$ cat src/rtl/alarm_set_ctrl.sv
// Alarm-clock front panel: button-driven time/alarm set FSM plus an independent ring/snooze/stop handler.
// Latency: button edges act on the next clk edge; LD_time/LD_alarm/STOP_al are held for LOAD_HOLD cycles.
module alarm_set_ctrl #(
  parameter int LOAD_HOLD    = 12,
  parameter int SNOOZE_TICKS = 3000,
  parameter int MAX_SNOOZE   = 3
) (
  input  logic       clk,
  input  logic       reset,
  input  logic       btn_mode,
  input  logic       btn_inc,
  input  logic       btn_alarm,
  input  logic       btn_snooze,
  input  logic       btn_stop,
  input  logic       alarm_in,
  output logic [1:0] H_in1,
  output logic [3:0] H_in0,
  output logic [3:0] M_in1,
  output logic [3:0] M_in0,
  output logic       LD_time,
  output logic       LD_alarm,
  output logic       STOP_al,
  output logic       AL_ON,
  output logic [2:0] mode,
  output logic       buzz,
  output logic       snooze_active
);

  localparam int HW = $clog2(LOAD_HOLD + 1);
  localparam int TW = $clog2(SNOOZE_TICKS + 1);
  localparam int CW = $clog2(MAX_SNOOZE + 1);

  localparam logic [2:0] IDLE     = 3'd0;
  localparam logic [2:0] T_HOUR   = 3'd1;
  localparam logic [2:0] T_MIN    = 3'd2;
  localparam logic [2:0] COMMIT_T = 3'd3;
  localparam logic [2:0] A_HOUR   = 3'd4;
  localparam logic [2:0] A_MIN    = 3'd5;
  localparam logic [2:0] COMMIT_A = 3'd6;

  localparam logic [1:0] QUIET   = 2'd0;
  localparam logic [1:0] RINGING = 2'd1;
  localparam logic [1:0] SNOOZE  = 2'd2;

  logic [2:0]    r_state;
  logic [HW-1:0] r_hold_cnt;
  logic [4:0]    r_hour;
  logic [5:0]    r_minute;
  logic          r_al_on;
  logic [4:0]    r_btn_q;
  logic [1:0]    r_al_state;
  logic [CW-1:0] r_snz_cnt;
  logic [TW-1:0] r_snz_tmr;
  logic [HW-1:0] r_stop_cnt;

  logic [4:0] w_btn;
  logic [4:0] w_edge;
  logic       w_mode_e, w_inc_e, w_alarm_e, w_snooze_e, w_stop_e;
  logic       w_stop_req;
  logic       w_snz_ok;

  assign w_btn      = {btn_mode, btn_inc, btn_alarm, btn_snooze, btn_stop};
  assign w_edge     = w_btn & ~r_btn_q;
  assign w_mode_e   = w_edge[4];
  assign w_inc_e    = w_edge[3];
  assign w_alarm_e  = w_edge[2];
  assign w_snooze_e = w_edge[1];
  assign w_stop_e   = w_edge[0];

  // Switching the alarm off while it rings or snoozes behaves exactly like pressing stop.
  assign w_stop_req = w_stop_e | ~r_al_on;
  assign w_snz_ok   = w_snooze_e && (r_snz_cnt < CW'(MAX_SNOOZE));

  always_ff @(posedge clk or posedge reset) begin
    if (reset) begin
      r_btn_q <= '0;
    end else begin
      r_btn_q <= w_btn;
    end
  end

  always_ff @(posedge clk or posedge reset) begin
    if (reset) begin
      r_state    <= IDLE;
      r_hold_cnt <= '0;
      r_hour     <= '0;
      r_minute   <= '0;
      r_al_on    <= 1'b0;
    end else begin
      case (r_state)
        IDLE: begin
          if (w_mode_e)       r_state <= T_HOUR;
          else if (w_alarm_e) r_al_on <= ~r_al_on;
        end
        T_HOUR, A_HOUR: begin
          if (w_mode_e)     r_state <= (r_state == T_HOUR) ? T_MIN : A_MIN;
          else if (w_inc_e) r_hour  <= (r_hour == 5'd23) ? 5'd0 : r_hour + 5'd1;
        end
        T_MIN, A_MIN: begin
          if (w_mode_e) begin
            r_state    <= (r_state == T_MIN) ? COMMIT_T : COMMIT_A;
            r_hold_cnt <= HW'(LOAD_HOLD - 1);
          end else if (w_inc_e) begin
            r_minute <= (r_minute == 6'd59) ? 6'd0 : r_minute + 6'd1;
          end
        end
        COMMIT_T, COMMIT_A: begin
          if (r_hold_cnt == '0) r_state    <= (r_state == COMMIT_T) ? A_HOUR : IDLE;
          else                  r_hold_cnt <= r_hold_cnt - 1'b1;
        end
        default: r_state <= IDLE;
      endcase
    end
  end

  always_ff @(posedge clk or posedge reset) begin
    if (reset) begin
      r_al_state <= QUIET;
      r_snz_cnt  <= '0;
      r_snz_tmr  <= '0;
      r_stop_cnt <= '0;
    end else begin
      // A fresh stop request below overrides this decrement, restarting the hold.
      if (r_stop_cnt != '0) r_stop_cnt <= r_stop_cnt - 1'b1;
      case (r_al_state)
        QUIET: begin
          if (alarm_in && r_al_on && (r_stop_cnt == '0)) r_al_state <= RINGING;
        end
        RINGING: begin
          if (w_stop_req) begin
            r_al_state <= QUIET;
            r_snz_cnt  <= '0;
            r_snz_tmr  <= '0;
            r_stop_cnt <= HW'(LOAD_HOLD);
          end else if (w_snz_ok) begin
            r_al_state <= SNOOZE;
            r_snz_cnt  <= r_snz_cnt + 1'b1;
            r_snz_tmr  <= TW'(SNOOZE_TICKS);
            r_stop_cnt <= HW'(LOAD_HOLD);
          end
        end
        SNOOZE: begin
          if (w_stop_req) begin
            r_al_state <= QUIET;
            r_snz_cnt  <= '0;
            r_snz_tmr  <= '0;
            r_stop_cnt <= HW'(LOAD_HOLD);
          end else if (r_snz_tmr <= TW'(1)) begin
            r_snz_tmr  <= '0;
            r_al_state <= RINGING;
          end else begin
            r_snz_tmr <= r_snz_tmr - 1'b1;
          end
        end
        default: r_al_state <= QUIET;
      endcase
    end
  end

  assign H_in1         = 2'(r_hour / 5'd10);
  assign H_in0         = 4'(r_hour % 5'd10);
  assign M_in1         = 4'(r_minute / 6'd10);
  assign M_in0         = 4'(r_minute % 6'd10);
  assign mode          = r_state;
  assign LD_time       = (r_state == COMMIT_T);
  assign LD_alarm      = (r_state == COMMIT_A);
  assign STOP_al       = (r_stop_cnt != '0);
  assign AL_ON         = r_al_on;
  assign buzz          = (r_al_state == RINGING);
  assign snooze_active = (r_al_state == SNOOZE);

endmodule

$ cat config.mk
export PLATFORM = sky130hd
export DESIGN_NAME = alarm_set_ctrl
export DESIGN_NICKNAME = d
export VERILOG_FILES = /design/src/rtl/alarm_set_ctrl.sv
export SDC_FILE = /design/constraint.sdc
export NUM_CORES = 1
export LEC_CHECK = 0
export ABC_AREA = 1
export CAP_MARGIN = 20
export CORE_ASPECT_RATIO = 0.5
export CORE_UTILIZATION = 25
export DETAILED_ROUTE_END_ITERATION = 7
export PLACE_DENSITY = 0.54
export SLEW_MARGIN = 40
export SYNTH_ARGS = -nofsm -noshare
export SYNTH_HDL_FRONTEND = slang
export SYNTH_SLANG_ARGS = --single-unit
$ cat constraint.sdc
create_clock -name clk -period 2.3 [get_ports clk]
set_input_delay 0.23 -clock clk [delete_from_list [all_inputs] [get_ports clk]]
set_output_delay 0.23 -clock clk [all_outputs]
set_load 0.005 [all_outputs]
==> results.txt, run 1 <==
----------------------------------------------------
[Global routing]
  Aggregate global routing overflow ... 0
  Initial antenna violation count ... 0
  Global-route usage over all layers ... 10.8%
  Largest net degree at the start of global routing ... 24
  First-pass GRT wire length ... 10.8 mm
  Via count of the first global-routing pass ... 2348

[Place]
  Placed wire-length estimate ... 4.69 mm
  Weighted congestion reported at the end of routability-driven placement ... 0.760
  Standard cell area after detailed placement ... 3640 um2
  Port buffer count ... 29

[Clock network]
  TritonCTS buffer count ... 5
  CTS H-Tree Depth ... 2
  Clk buf depth ... 2
  Clock sink count ... 44
  CTS tree ... yes
  Worst-Skew Late Latency ... 0.29 ns
  Register clock-pin slew on the reported worst setup and hold paths ... 0.06 ns
  CTS hold repair buffers ... 0
  Library cell used as clock root buffer ... sky130_fd_sc_hd__clkbuf_16

[Floorplan]
  Die Area ... 12600 um2
  Total number of placement rows ... 28
  Core footprint ... 11800 um2
  Starting Density ... 25.6%
  Die Wd ... 158 um
  Number of ports placed on the die boundary ... 31
  Die Span Y ... 79.9 um

[Synth]
  Mapped Cells ... 391
  Yosys Warn Count ... 0
  Post-synthesis instance area ... 3040 um2
  Count of flip-flops with a built-in enable after synthesis ... 0
  Post-synth net total ... 423
  Leading register cell type out of synthesis ... sky130_fd_sc_hd__dfrtp_1
  Library cell with the largest summed area after synthesis ... sky130_fd_sc_hd__dfrtp_1
  Area share of the leading cell type in the synthesized netlist ... 36.3%
  Flip-flop and latch count after synthesis ... 44
  Post-synthesis area per instance ... 7.77 um2
  Fraction of the yosys area taken by sequential cells ... 36.3%
  Number of distinct library cell variants in the gate-level netlist after synthesis ... 40
  Share of synthesized registers carrying an async set or reset ... 100%
  Dominant cells by area after synthesis ... sky130_fd_sc_hd__dfrtp_1 (36%), sky130_fd_sc_hd__ha_1 (9.9%), sky130_fd_sc_hd__nand2_1 (8.2%)

[Route]
  Routed length per instance ... 10.3 um
  Number of iterations in the first detailed-routing pass ... 6
  WL final ... 6.31 mm
  Via Count ... 2577
  Post-DR vias/cell ... 4.20
  Final ANT Viol Nets ... 0
  1st-iter DRT viols ... 103
  DRC ... 1

[Final layout]
  Total inserted antenna cells ... 0
  Cell area after layout ... 3890 um2
  Share of the core filled with cells ... 32.8%
  Final-stage net count ... 479
  Layout Area Growth over Synthesis ... 28.0%
  Share of cells above drive strength 1 ... 21.7%

[STA]
  Min Tclk post-route ... 2.22 ns
  Number of hold violations in the final report ... 0
  Ratio of final minimum period to clock period ... 96.7%
  Worst hold-check slack ... 0.311 ns
  Number of pins with negative max-slew slack in the final report ... 0
  Clock tree skew after final layout ... 0.00407 ns
  Maximum frequency from static timing analysis ... 0.450 GHz
  Setup TNS ... 0 ns
  Relative slew slack ... 64.8%
  RSZ-0062 raised after global routing ... yes
  Transition time at the pin with the least slew margin ... 0.527 ns
  Finish-stage setup viols ... 0

[Worst setup path]
  RR Endpoint ... r_snz_tmr[9]$_DFFE_PP0P_
  Critical path endpoint category ... output port
  Delay of the slowest cell on the worst path ... 0.41 ns
  Required time of the worst setup path ... 2.07 ns
  Crit-path max FO ... 3
  Startpoint types ... flop
  Most common cell type on the critical path ... sky130_fd_sc_hd__nand2_1
  Length in cells of the worst reg-to-reg path ... 9
  Startpoint-to-endpoint class of the critical path ... reg -> out
  Standard cell with the maximum stage delay on the critical path ... sky130_fd_sc_hd__dfrtp_1
  R2R Setup Slk ... 0.56 ns
  Worst R2R Start ... r_snz_cnt[0]$_DFFE_PP0P_
  Arrival time of data at the critical path endpoint ... 1.99 ns
  Sequence of cells on the critical path ... ha_4, inv_2, nand2_2, nand2_2, inv_4, nand2_4, nand2_4, nand2_2, and2_4, ha_4, inv_2, nand2_1, nand2_1, nand2_1, nand2_1, buf_2

[Run]
  Count of maximum capacitance violations ... 0

[Power]
  Worst IR Drop VDD ... 0.879 mV
  Total chip power ... 6.48 mW
  Leakage power ... 1.88 nW
  Cell Pwr Density ... 1670 nW/um2

[Outcome]
  Result of the run ... finished with violations
  Violations in the final reports ... DRC

[Hold path]
  HP Class ... in -> async

----------------------------------------------------
## flip-flops by register name, indices dropped and copies added, names as in the netlist
signal      flops
r_stop_cnt      4
r_hold_cnt      4
r_hour          5
r_snz_cnt       2
r_minute        6
mode            3
r_snz_tmr      12
r_al_state      2
r_btn_q         5
AL_ON           1
## timing repair
| action | in CTS | in global routing |
|---|---|---|
| endpoints found under the hold margin | 0 | 0 |
| pin swaps | 7 | 12 |
| setup buffers | 3 | 3 |
| resized for setup | 23 | 25 |
| setup endpoints to repair | 8 | 9 |
## worst max-delay path, delay by kind of cell, from the launching register on
kind	cells	cell delay [ns]
adders and majority gates	2	0.43
buffers and inverters	4	0.23
DFF	1	0.41
and+or+nand+nor	10	0.62
## layout by cell type, fill, tap and decap left out, types with 2 or more instances in the layout
master / Yosys / final
sky130_fd_sc_hd__nand2_1: 66 / 63
sky130_fd_sc_hd__inv_1: 51 / 46
sky130_fd_sc_hd__dfrtp_1: 44 / 44
sky130_fd_sc_hd__nor2_1: 37 / 36
sky130_fd_sc_hd__nand3_1: 38 / 35
sky130_fd_sc_hd__buf_4: 3 / 24
sky130_fd_sc_hd__clkdlybuf4s50_1: 0 / 21
sky130_fd_sc_hd__o21ai_1: 21 / 20
sky130_fd_sc_hd__ha_1: 24 / 20
sky130_fd_sc_hd__inv_2: 12 / 16
sky130_fd_sc_hd__o21ai_0: 15 / 15
sky130_fd_sc_hd__xor2_1: 14 / 14
sky130_fd_sc_hd__a21oi_1: 12 / 12
sky130_fd_sc_hd__nand2_2: 9 / 11
sky130_fd_sc_hd__nand2_4: 6 / 7
sky130_fd_sc_hd__nand3_2: 3 / 6
sky130_fd_sc_hd__clkbuf_16: 0 / 5
sky130_fd_sc_hd__buf_2: 1 / 5
sky130_fd_sc_hd__nand4_1: 4 / 4
sky130_fd_sc_hd__nor2_4: 2 / 3
sky130_fd_sc_hd__o21ai_2: 2 / 3
sky130_fd_sc_hd__inv_4: 1 / 3
sky130_fd_sc_hd__a22oi_1: 3 / 3
sky130_fd_sc_hd__ha_4: 0 / 3
sky130_fd_sc_hd__nor2_2: 2 / 2
sky130_fd_sc_hd__clkinv_1: 2 / 2
sky130_fd_sc_hd__nand3b_1: 2 / 2
sky130_fd_sc_hd__nor3b_1: 2 / 2
sky130_fd_sc_hd__dlygate4sd2_1: 0 / 2
## per-layer routing
| layer | part of all wire [%] | GRT usage (%) |
|---|---|---|
| met5 | 0 | 0 |
| met4 | 0.98 | 3.79 |
| met3 | 2.1 | 2.39 |
| met2 | 44 | 16.4 |
| met1 | 52 | 14.9 |
## logic make-up after synthesis
family / share of synthesized area, %
flip-flops: 36.3
AO/OA/AOI/OAI: 11.5
other: 0.123
XOR/XNOR: 4.57
multiplexers: 0.330
buffers and inverters: 9.68
adder cells (fa/ha/maj): 9.89
AND/OR/NAND/NOR: 27.7
## power by group
group	switching (mW)	internal, mW	leakage (nW)
combinational	2.36	1.95	1.27
clock	0.295	0.433	0.0701
sequential	0.326	1.12	0.540
total	2.98	3.50	1.88
## synthesized netlist by cell type, types with 3 or more instances
cell / n
sky130_fd_sc_hd__o21ai_0: 15
sky130_fd_sc_hd__nand4_1: 4
sky130_fd_sc_hd__nand2_4: 6
sky130_fd_sc_hd__nand2_1: 66
sky130_fd_sc_hd__inv_1: 51
sky130_fd_sc_hd__nand2_2: 9
sky130_fd_sc_hd__xor2_1: 14
sky130_fd_sc_hd__nand3_1: 38
sky130_fd_sc_hd__ha_1: 24
sky130_fd_sc_hd__inv_2: 12
sky130_fd_sc_hd__nand3_2: 3
sky130_fd_sc_hd__buf_4: 3
sky130_fd_sc_hd__nor2_1: 37
sky130_fd_sc_hd__a21oi_1: 12
sky130_fd_sc_hd__a22oi_1: 3
sky130_fd_sc_hd__dfrtp_1: 44
sky130_fd_sc_hd__o21ai_1: 21
## how the worst max path moves through the flow
stage / startpoint / end / slack (ns) / depth (start not counted)
after floorplan: r_hour[3]$_DFFE_PP0P_ / H_in0[1] / 0.34 / 11
after global placement: r_minute[3]$_DFFE_PP0P_ / M_in0[3] / -0.07 / 15
after detailed placement: r_hour[3]$_DFFE_PP0P_ / H_in0[1] / -0.09 / 12
after CTS: r_minute[4]$_DFFE_PP0P_ / M_in0[3] / -0.1 / 17
after global routing: r_hour[3]$_DFFE_PP0P_ / H_in0[3] / -0.07 / 13
final: r_minute[3]$_DFFE_PP0P_ / M_in0[3] / 0.08 / 16
## area by class of cell
cell class / instances / area (um2)
Fill cell: 1290 / 7960
Multi-Input combinational cell: 275 / 1720
Sequential cell: 44 / 1100
Timing Repair Buffer: 54 / 449
Inverter: 67 / 259
Tap cell: 165 / 206
Clock buffer: 7 / 143
Clock inverter: 1 / 7.51
## through the flow
stage / std cells / setup WS [ns]
after detailed placement: 599 / -0.0878
final: 613 / 0.0769
after global placement: 599 / -0.0726
after CTS: 610 / -0.0999
after floorplan: 391 / 0.342
after global routing: 613 / -0.0690
No activity file was read; power rests on OpenSTA's default activity.
==> inputs of run 2 (changes only) <==
Settings changed: CORE_ASPECT_RATIO 0.5 to 1.4.
==> results.txt, run 2 (same netlist as run 1, synthesis figures left out) <==
----------------------------------------------------
[Outcome]
  Result of the run ... finished with violations (unchanged)
  Violations in the final reports ... setup timing (was DRC)

[Place]
  Weighted congestion reported at the end of routability-driven placement ... 0.817 (was 0.760)
  Port buffer count ... 29 (unchanged)
  Placed cell count ... 581 (was 599)
  Standard cell area after detailed placement ... 3640 um2 (about the same)
  Placed wire-length estimate ... 5.06 mm (was 4.69 mm)

[Global routing]
  Global-route usage over all layers ... 11.2% (was 10.8%)
  Busiest grt layer ... met2 (unchanged)
  Aggregate global routing overflow ... 0 (unchanged)
  First-pass GRT wire length ... 11.4 mm (was 10.8 mm)
  Initial antenna violation count ... 0 (unchanged)
  Met2 track demand over resource ... 21.4% (was 16.4%)
  Largest net degree at the start of global routing ... 39 (was 24)
  Via count of the first global-routing pass ... 2616 (was 2348)
  Global routing usage on met1 ... 12.2% (was 14.9%)
  Met3 Track Usage GR ... 2.08% (was 2.39%)

[Route]
  Post-DR vias/cell ... 4.43 (was 4.20)
  1st-iter DRT viols ... 83 (was 103)
  Final ANT Viol Nets ... 0 (unchanged)
  Via Count ... 2622 (was 2577)
  Routed length per instance ... 11.3 um (was 10.3 um)
  DRC ... 0 (was 1)
  WL final ... 6.66 mm (was 6.31 mm)
  Number of iterations in the first detailed-routing pass ... 4 (was 6)

[Final layout]
  Multi-input combinational cell area ... 1730 um2 (was 1720 um2)
  Total inserted antenna cells ... 0 (unchanged)
  Cell area after layout ... 3890 um2 (about the same)
  Commonest non-fill, non-tap cell in the layout ... sky130_fd_sc_hd__nand2_1 (unchanged)
  Share of cells above drive strength 1 ... 21.3% (was 21.7%)
  Final-stage net count ... 476 (was 479)
  Most frequent cells in the layout ... sky130_fd_sc_hd__nand2_1 (61), sky130_fd_sc_hd__inv_1 (46), sky130_fd_sc_hd__dfrtp_1 (44) (was sky130_fd_sc_hd__nand2_1 (63), sky130_fd_sc_hd__inv_1 (46), sky130_fd_sc_hd__dfrtp_1 (44))
  Largest Register ... r_snz_tmr (unchanged)
  Layout Area Growth over Synthesis ... 28.1% (was 28.0%)
  Fill cells ... 1260 (was 1290)
  Largest registers ... r_snz_tmr x12, r_minute x6 (unchanged)
  Total area of sequential cells ... 1100 um2 (unchanged)
  Number of cells in the finished layout apart from fillers ... 592 (was 613)
  Number of flip-flops under the largest register name ... 12 (unchanged)

[Clock network]
  Clock sink count ... 44 (unchanged)
  Library cell used as clock root buffer ... sky130_fd_sc_hd__clkbuf_16 (unchanged)
  Clk buf depth ... 2 (unchanged)
  Worst-Skew Late Latency ... 0.29 ns (about the same)
  TritonCTS buffer count ... 5 (unchanged)
  CTS tree ... yes (unchanged)
  CTS H-Tree Depth ... 2 (unchanged)
  Register clock-pin slew on the reported worst setup and hold paths ... 0.06 ns (about the same)

[Floorplan]
  Starting Density ... 25.7% (was 25.6%)
  Die Area ... 12600 um2 (about the same)
  Die Wd ... 95.1 um (was 158 um)
  Die Span Y ... 132 um (was 79.9 um)
  Core footprint ... 11800 um2 (about the same)
  Total number of placement rows ... 47 (was 28)
  Number of ports placed on the die boundary ... 31 (unchanged)

[STA]
  Number of hold violations in the final report ... 0 (unchanged)
  RSZ-0062 raised after global routing ... yes (unchanged)
  Number of pins with negative max-slew slack in the final report ... 0 (unchanged)
  Setup ws final ... -0.0211 ns (was 0.0769 ns)
  Ratio of final minimum period to clock period ... 101% (was 96.7%)
  Min Tclk post-route ... 2.32 ns (was 2.22 ns)
  Clock tree skew after final layout ... 0.00482 ns (was 0.00407 ns)
  Maximum frequency from static timing analysis ... 0.431 GHz (was 0.450 GHz)
  Finish-stage setup viols ... 2 (was 0)

[Worst setup path]
  Critical path endpoint category ... output port (unchanged)
  Required time of the worst setup path ... 2.07 ns (about the same)
  Startpoint-to-endpoint class of the critical path ... reg -> out (unchanged)
  Startpoint types ... flop (unchanged)
  Buf+Inv Stages, Crit Path ... 2 (was 4)
  Largest delay share family, worst path ... simple AND/OR/NAND/NOR gates (unchanged)
  Crit-path max FO ... 5 (was 3)
  Most common cell type on the critical path ... sky130_fd_sc_hd__nor2_4 (was sky130_fd_sc_hd__nand2_1)
  Standard cell with the maximum stage delay on the critical path ... sky130_fd_sc_hd__dfrtp_1 (unchanged)
  Sequence of cells on the critical path ... ha_4, nor2_4, nor2_4, xor2_2, ha_2, nor2_1, nand2_1, nand2_2, nand2_4, buf_6, xor2_1, buf_2 (was ha_4, inv_2, nand2_2, nand2_2, inv_4, nand2_4, nand2_4, nand2_2, and2_4, ha_4, inv_2, nand2_1, nand2_1, nand2_1, nand2_1, buf_2)
  Delay of the slowest cell on the worst path ... 0.41 ns (about the same)
  Arrival time of data at the critical path endpoint ... 2.09 ns (was 1.99 ns)

[Hold path]
  HP Class ... in -> async (unchanged)

[Power]
  Cell Pwr Density ... 1720 nW/um2 (was 1670 nW/um2)
  Worst IR Drop VDD ... 0.984 mV (was 0.879 mV)
  Leakage power ... 1.87 nW (was 1.88 nW)

[Run]
  Count of maximum capacitance violations ... 0 (unchanged)

----------------------------------------------------
-- run 2: timing repair --
item                                    in CTS  in global routing
resized for setup                           32                 23
endpoints found under the setup margin       8                  8
endpoints found under the hold margin        0                  0
pin swaps                                    6                 12
hold buffers                                 0                  0
buffers inserted                             2                  1
-- run 2: per-stage QoR --
| stage | setup TNS, ns | setup WS [ns] | total power [mW] | utilization (%) | hold WS [ns] |
|---|---|---|---|---|---|
| floorplan | 0 | 0.342 | 4.12 | - | 0.261 |
| global placement | -0.268 | -0.0910 | 5.75 | 30.8 | 0.472 |
| detailed placement | -0.581 | -0.128 | 5.83 | 30.8 | 0.472 |
| CTS | -0.196 | -0.109 | 6.63 | 32.6 | 0.164 |
| global route | -0.302 | -0.103 | 7.36 | 32.9 | 0.197 |
| finish | -0.0227 | -0.0211 | 6.70 | 32.9 | 0.162 |
-- run 2: final timing paths --
| path | start | end | slack [ns] | cells past startpoint |
|---|---|---|---|---|
| max in group asynchronous | reset | r_btn_q[4]$_DFF_PP0_ | 1.67 | 3 |
| worst min register to register | r_snz_cnt[0]$_DFFE_PP0P_ | r_snz_cnt[0]$_DFFE_PP0P_ | 0.48 | 1 |
| min in group clk | btn_snooze | r_btn_q[1]$_DFF_PP0_ | 0.43 | 1 |
| worst min-delay path | reset | r_stop_cnt[2]$_DFF_PP0_ | 0.16 | 2 |
| worst max-delay path | r_hour[2]$_DFFE_PP0P_ | H_in0[1] | -0.02 | 12 |
| worst max register to register | r_al_state[1]$_DFFE_PP0P_ | r_snz_tmr[4]$_DFFE_PP0P_ | 0.61 | 8 |
-- run 2: metal layers --
layer	up-vias	routed length [um]	part of all wire, %
met5	-	0	0
met4	0	87	1.3
met3	6	197	3.0
met2	33	3590	54
met1	1233	2780	42
li1	1350	-	-
-- run 2: where the power goes --
group / internal, mW / switching [mW] / leakage, nW / total, mW
sequential: 1.12 / 0.338 / 0.540 / 1.45
combinational: 2.06 / 2.46 / 1.26 / 4.53
clock: 0.433 / 0.293 / 0.0701 / 0.725
total: 3.61 / 3.09 / 1.87 / 6.70
-- run 2: layout make-up --
class | instances | area share (%)
multi-input cells | 275 | 44.5
flip-flops and latches | 44 | 28.3
repair buffers | 51 | 11.9
inverters | 67 | 6.72
well taps | 147 | 4.73
clock buffers | 7 | 3.67
clock inverters | 1 | 0.193
